### config.mk
export PLATFORM = sky130hd
export DESIGN_NAME = sipo_reg
export DESIGN_NICKNAME = d
export VERILOG_FILES = /design/src/rtl/sipo_pkg.sv /design/src/rtl/bit_counter.sv /design/src/rtl/sipo_reg.sv
export SDC_FILE = /design/constraint.sdc
export NUM_CORES = 1
export LEC_CHECK = 0
export ABC_AREA = 1
export BUFFER_PORTS_ARGS = -buffer_cell sky130_fd_sc_hd__buf_2
export CORE_UTILIZATION = 53
export CTS_BUF_LIST = sky130_fd_sc_hd__clkbuf_8
export DETAILED_ROUTE_END_ITERATION = 7
export GPL_TIMING_DRIVEN = 1
export PLACE_DENSITY_LB_ADDON = 0.08
export SLEW_MARGIN = 20
export SYNTH_ARGS = -nofsm -noshare
export SYNTH_HDL_FRONTEND = slang
export SYNTH_SLANG_ARGS = --single-unit
### constraint.sdc
create_clock -name clk -period 3.4 [get_ports clk]
set_input_delay 0.17 -clock clk [delete_from_list [all_inputs] [get_ports clk]]
set_output_delay 0.17 -clock clk [all_outputs]
set_load 0.005 [all_outputs]
### src/rtl/sipo_pkg.sv
// Shared types and defaults for the serial-in/parallel-out frame assembler.
package sipo_pkg;

  // Frame FSM state encoding
  typedef enum logic [1:0] {
    IDLE  = 2'd0,
    SHIFT = 2'd1,
    HOLD  = 2'd2
  } sipo_state_t;

  // Default number of data bits per frame
  localparam int SIPO_WIDTH_DEF = 8;

endpackage

### src/rtl/bit_counter.sv
// Frame bit counter: clear (optionally counting the same-cycle strobe),
// saturating increment, terminal-count flag on the last position of a frame.
module bit_counter #(
  parameter int CW   = 5,
  parameter int LAST = 8
) (
  input  logic clk,
  input  logic rst,
  input  logic clr,
  input  logic inc,
  output logic tc
);

  logic [CW-1:0] cnt;

  assign tc = (cnt == CW'(LAST - 1));

  // Clear wins; a strobe taken together with clear counts as bit one.
  // Increment stops at the terminal position so the count never wraps.
  always_ff @(posedge clk) begin
    if (rst)              cnt <= '0;
    else if (clr)         cnt <= inc ? CW'(1) : '0;
    else if (inc && !tc)  cnt <= cnt + CW'(1);
  end

endmodule

### src/rtl/sipo_reg.sv
// Serial-in/parallel-out frame register with IDLE/SHIFT/HOLD handshake.
// Optional feature: define SIPO_PARITY_EN to append a trailing even-parity
// bit to each frame and report mismatches on par_err.
module sipo_reg
  import sipo_pkg::*;
#(
  parameter int WIDTH = SIPO_WIDTH_DEF
) (
  input  logic             clk,
  input  logic             rst,
  input  logic             start,
  input  logic             bit_in,
  input  logic             bit_en,
  output logic [WIDTH-1:0] out_data,
  output logic             out_valid,
  input  logic             out_ready,
  output logic             busy,
  output logic             overrun,
  output logic             par_err
);

`ifdef SIPO_PARITY_EN
  localparam int PAR_BITS = 1;
`else
  localparam int PAR_BITS = 0;
`endif
  localparam int FRAME_LEN = WIDTH + PAR_BITS;
  localparam int CW        = $clog2(WIDTH + 1) + 1;

  sipo_state_t      state, state_n;
  logic [WIDTH-1:0] sh;
  logic [WIDTH-1:0] ld_word;
  logic             tc;
  logic             cnt_clr, cnt_inc, sh_clr, shift_en;
  logic             load, accept, drop;

  bit_counter #(.CW(CW), .LAST(FRAME_LEN)) u_cnt (
    .clk (clk),
    .rst (rst),
    .clr (cnt_clr),
    .inc (cnt_inc),
    .tc  (tc)
  );

  // With parity the last strobe carries the parity bit, so the word is
  // already complete in sh; otherwise the last strobe is the word's LSB.
`ifdef SIPO_PARITY_EN
  assign ld_word = sh;
`else
  assign ld_word = {sh[WIDTH-2:0], bit_in};
`endif

  // State register
  always_ff @(posedge clk) begin
    if (rst) state <= IDLE;
    else     state <= state_n;
  end

  // Next-state and datapath control decode
  always_comb begin
    state_n  = state;
    cnt_clr  = 1'b0;
    cnt_inc  = 1'b0;
    sh_clr   = 1'b0;
    shift_en = 1'b0;
    load     = 1'b0;
    accept   = 1'b0;
    drop     = 1'b0;
    case (state)
      IDLE: begin
        if (start) begin
          state_n = SHIFT;
          cnt_clr = 1'b1;
          sh_clr  = 1'b1;
        end
      end
      SHIFT: begin
        if (start) begin
          // Abort: restart frame, a coincident strobe is the new first bit
          cnt_clr = 1'b1;
          sh_clr  = 1'b1;
          if (bit_en) begin
            cnt_inc  = 1'b1;
            shift_en = 1'b1;
          end
        end else if (bit_en) begin
          if (tc) begin
            load    = 1'b1;
            cnt_clr = 1'b1;
            state_n = HOLD;
          end else begin
            shift_en = 1'b1;
            cnt_inc  = 1'b1;
          end
        end
      end
      HOLD: begin
        if (out_ready) begin
          accept = 1'b1;
          if (start) begin
            state_n = SHIFT;
            cnt_clr = 1'b1;
            sh_clr  = 1'b1;
          end else begin
            state_n = IDLE;
          end
        end else if (bit_en) begin
          drop = 1'b1;
        end
      end
      default: state_n = IDLE;
    endcase
  end

  // Shift register, output word, handshake flags and sticky overrun
  always_ff @(posedge clk) begin
    if (rst) begin
      sh        <= '0;
      out_data  <= '0;
      out_valid <= 1'b0;
      busy      <= 1'b0;
      overrun   <= 1'b0;
    end else begin
      busy <= (state_n == SHIFT);
      if (sh_clr)        sh <= shift_en ? {{(WIDTH-1){1'b0}}, bit_in} : '0;
      else if (shift_en) sh <= {sh[WIDTH-2:0], bit_in};
      if (load) begin
        out_data  <= ld_word;
        out_valid <= 1'b1;
      end else if (accept) begin
        out_valid <= 1'b0;
      end
      if (drop) overrun <= 1'b1;
    end
  end

`ifdef SIPO_PARITY_EN
  // Even parity: data bits XOR parity bit must be zero; flag lives with the word
  always_ff @(posedge clk) begin
    if (rst)         par_err <= 1'b0;
    else if (load)   par_err <= (^sh) ^ bit_in;
    else if (accept) par_err <= 1'b0;
  end
`else
  assign par_err = 1'b0;
`endif

endmodule

# Word level (Yosys, flattened, before mapping)
# Cells that the tools add are included.
# word_totals
output_inout_bits,12
ff_bits,25
word_cells,52
# classes
add_sub_neg,1
n_mux,33
n_reduce_logical,7
n_eq_ne,4
# op_table
cell,n
1-bit 2-to-1 mux,21
7-bit 2-to-1 mux,2
2-bit 2-to-1 mux,5
5-bit 2-to-1 mux,2
2-bit one-hot mux with 3 select lines,1
2-bit nonzero test,3
"5-bit by 1-bit adder with 5-bit output, second input constant",1
"5-bit by 3-bit == test with 1-bit output, second input constant",1
"2-bit by 1-bit == test with 1-bit output, second input constant",2
1-bit one-hot mux with 3 select lines,1
"2-bit == test, second input constant",1
2-bit logical NOT,1
1-bit one-hot mux with 2 select lines,1
2-bit OR reduction,1
1-bit logical AND,1
1-bit logical NOT,1

# Longest topological paths before layout
# logic_depth
word_depth,8
ltp_mapped,9

# By module
# From an unflattened synthesis, not the netlist that was laid out.
# hier_totals
hier_cells,150
hier_area_um2,1159.9
# by_module_without_submodules
mod,cells_each,area_each_um2,n_inst,seq_area_each_um2
sipo_reg,101,835.8,1,400.4
bit_counter,49,324.1,1,100.1

# Least setup slack after synthesis
# Ideal clock, no wire load.
# synth_path
path_kind,register to register
start,register u_cnt.cnt[0]
end,register sh[5]
period_less_slack_ns,1.222
t_required_ns,3.285
setup_slack_ns,2.178
path_stages_with_launch,9
n_path_buf,0
arrival_time_ns,1.107
setup_ns,0.115
path_cell_list,dfxtp_1 > ha_1 > nand2_1 > inv_2 > nand3_1 > nand2_4 > inv_4 > o21ai_1 > nor2_1
# synth_between
elab_chain_len,6
# synth_lines
element,line,source
start: declaration,bit_counter.sv:14,logic [CW-1:0] cnt;
start signal: assignment,bit_counter.sv:22,else if (clr) cnt <= inc ? CW'(1) : '0;
start signal: assignment,bit_counter.sv:23,else if (inc && !tc) cnt <= cnt + CW'(1);
5-bit by 3-bit == test with 1-bit output,bit_counter.sv:16,assign tc = (cnt == CW'(LAST - 1));
1-bit 2-to-1 mux,sipo_reg.sv:87,if (tc) begin
1-bit 2-to-1 mux,sipo_reg.sv:86,end else if (bit_en) begin
1-bit 2-to-1 mux,sipo_reg.sv:78,if (start) begin
1-bit 2-to-1 mux,sipo_reg.sv:69,case (state)
2-bit nonzero test (no line),-,
end signal: assignment,sipo_reg.sv:125,"if (sh_clr) sh <= shift_en ? {{(WIDTH-1){1'b0}}, bit_in} : '0;"
end signal: assignment,sipo_reg.sv:126,"else if (shift_en) sh <= {sh[WIDTH-2:0], bit_in};"
end: declaration,sipo_reg.sv:31,logic [WIDTH-1:0] sh;
# Every way passes these cells.
# A chain may end at the register's enable or synchronous reset.

# Final worst setup path
# layout_path
start,register u_cnt.cnt[0]
end,register out_data[2]
# layout_between
elab_chain_len,5
# layout_lines
element,line,source
5-bit by 3-bit == test with 1-bit output,bit_counter.sv:16,
1-bit 2-to-1 mux,sipo_reg.sv:87,
1-bit 2-to-1 mux,sipo_reg.sv:86,
1-bit 2-to-1 mux,sipo_reg.sv:78,
1-bit 2-to-1 mux,sipo_reg.sv:69,
end signal: assignment,sipo_reg.sv:128,out_data <= ld_word;
end: declaration,sipo_reg.sv:14,"output logic [WIDTH-1:0] out_data,"
# Every way passes these cells.

==> qor.txt <==
status -> finished, final reports clean
Worst Hold Path EP -> out_data[0]
length of the first detailed-routing pass in iterations -> 4
Worst setup SP type -> flip-flop
CP Max Fanout -> 9
mapped cell area -> 1080 um^2
Final Routed Wirelength -> 1930 um
CP required -> 3.60 ns
pin count of the biggest net entering global routing -> 17
total track usage -> 19.3%
clock latency on the worst-skew pair -> 0.26 ns
post-synthesis sequential element count -> 25
Wirelength per Cell -> 10.6 um
Fillers -> 162
slowest CP cell -> dfxtp_1
initial antenna violation count -> 0
die area -> 2230 um^2
gr ovfl total -> 0
Distinct cells, synth -> 24
setup slack, reg-to-reg -> 1.90 ns
total core area -> 1820 um^2
crit path cell chain -> ha_1, nand2_1, inv_2, nand2_4, nor3_4, o21ai_0, nor2_1
CP peak stage delay -> 0.39 ns
Post-Synthesis Cells -> 141
dpl hpwl -> 1430 um
placed cell count -> 179
Max Transition Viols Final -> 0
via count -> 914
fmax -> 669 MHz
Tcrit/Tclk final -> 44.0%
IO Port Bufs -> 16
clk buf depth -> 2
final net count -> 166
Sw Share -> 22.6%
min cycle time layout -> 1.50 ns
Starting Density -> 59.5%
CTS tree -> built
Post-CTS Setup Bufs -> 0
Critical R2R Launch -> u_cnt.cnt[0]
Area Growth Syn to Fin -> 12.6%
syn_area_per_cell -> 7.68 um^2
clock sink total -> 25
NetSw -> 0.000114 W
crit path buf inv count -> 1
setup tns final -> 0 ns
Die Y -> 47.2 um
first-pass GRT wire length -> 2980 um
power share of the clock group -> 33.1%
RSZ-0062 raised after global routing -> false
worst setup path class -> reg2reg
CTS buffer count -> 3
layout cells sized above 1 -> 18.4%
Cell Area, Placed -> 1170 um^2
Post-Syn Nets -> 148
reg2reg path depth -> 7
most frequent cells in the layout -> nand2_1 (29), dfxtp_1 (25), nor2_1 (23)
Ys Warns -> 0
CTS clk-pin slew, worst paths -> 0.08 ns
Min-Delay Path Depth -> 3
Max Cap Viol -> 0
Static Leak -> 0.577 nW
HP Class -> in2reg
internal power -> 0.000391 W
Post-CTS Hold Fix Bufs -> 0
Worst setup EP type -> flip-flop
Initial DRC Count -> 9
Seq pwr share -> 60.0%
final std cells w/o fill -> 183
skew final -> 0.00255 ns
Power Density -> 414 nW/um^2
number of vias per cell -> 4.99
Worst Hold Launch -> bit_in
Logic pwr share -> 6.9%
Worst EP arrival -> 1.69 ns
Die Width -> 47.2 um
Inserted Diodes -> 0
Reg2Reg Capture Point -> out_data[2]
setup violators final -> 0
commonest non-fill, non-tap cell in the layout -> nand2_1
VDD IR max -> 0.292 mV
io pins -> 18
vias in the first global route -> 725
Routed Antenna Nets -> 0
# DRC -> 0
final std cell area, no fill -> 1220 um^2
CP delay by family, top -> simple AND/OR/NAND/NOR gates
cts repair resizes -> 0
H-tree depth -> 1
Rows -> 15
root buf cell -> clkbuf_8
RD Place Congestion -> 0.856
Final Hold Fails -> 0
Seq/Total Area, Yosys -> 46.2%
## worst min-delay path: stages
cell and delay, ns:
buf_2 0.09, nor2_1 0.04, nor2_1 0.08
## routing by layer
| metal | wire, um | part of all wire (%) | GRT usage, % |
|---|---|---|---|
| met3 | 34 | 1.8 | 3.46 |
| met4 | 26 | 1.3 | 12.0 |
| met5 | 0 | 0 | 0 |
| met2 | 951 | 49 | 31.7 |
| met1 | 919 | 48 | 23.5 |
## how the worst max path moves through the flow
stage	startpoint	to	cells past startpoint
after floorplan	u_cnt.cnt[0]	sh[5]	8
after global placement	u_cnt.cnt[0]	out_data[2]	7
after detailed placement	u_cnt.cnt[0]	out_data[2]	7
after CTS	u_cnt.cnt[0]	out_data[2]	7
after global routing	u_cnt.cnt[0]	out_data[2]	7
final	u_cnt.cnt[0]	out_data[2]	7
## sequential cells by signal, summed over array words and instances, names as in the netlist
register and flops:
state 2, overrun 1, sh 7, busy 1, out_valid 1, u_cnt.cnt 5
out_data 8
## power by group through the flow
stage / sequential [W] / combinational [W] / clock [W]
global placement: 0.000310 / 0.0000349 / 0
global route: 0.000304 / 0.0000396 / 0.000181
floorplan: 0.000309 / 0.0000263 / 0
detailed placement: 0.000310 / 0.0000352 / 0
CTS: 0.000303 / 0.0000353 / 0.000174
finish: 0.000303 / 0.0000350 / 0.000167
## stage by stage
stage / hold slack [ns] / worst slack (ns) / total power, W / utilization, %
after floorplan: 0.239 / 2.18 / 0.000336 / -
after global placement: 0.424 / 2.03 / 0.000345 / 64.5
after detailed placement: 0.424 / 1.90 / 0.000345 / 64.5
after CTS: 0.145 / 1.88 / 0.000513 / 67.0
after global routing: 0.152 / 1.76 / 0.000524 / 67.0
final: 0.146 / 1.90 / 0.000505 / 67.0
## synth_stat cells (all sizes together)
master / count / area, um^2
nor3: 1 / 16.3
nand2: 31 / 131
ha: 1 / 12.5
nand4: 3 / 25.0
conb: 1 / 3.75
xor2: 1 / 8.76
buf: 3 / 20.0
o211ai: 1 / 7.51
nand3: 10 / 62.6
nor2: 24 / 97.6
dfxtp: 25 / 500
o21bai: 2 / 15.0
o21a: 1 / 7.51
inv: 12 / 50.1
o21ai: 12 / 60.1
a21oi: 13 / 65.1
## final cells by class
class                      count  area (um^2)  area share (%)
tap                           25         31.3            2.56
clock buffer                   3         41.3            3.38
timing repair buffer          16         80.1            6.56
inverter                      12         50.0            4.10
sequential                    25          500            41.0
clock inverter                 1         3.75           0.308
multi-input combinational    101          513            42.1
## logic make-up after synthesis
| kind of cell | Yosys count | synth area share (%) |
|---|---|---|
| simple gates | 69 | 30.7 |
| compound gates | 29 | 14.3 |
| flops | 25 | 46.2 |
| buf+inv | 15 | 6.47 |
| xor+xnor | 1 | 0.808 |
| fa+ha+maj | 1 | 1.15 |
| other cells | 1 | 0.346 |
(Power assumes the default switching activity.)
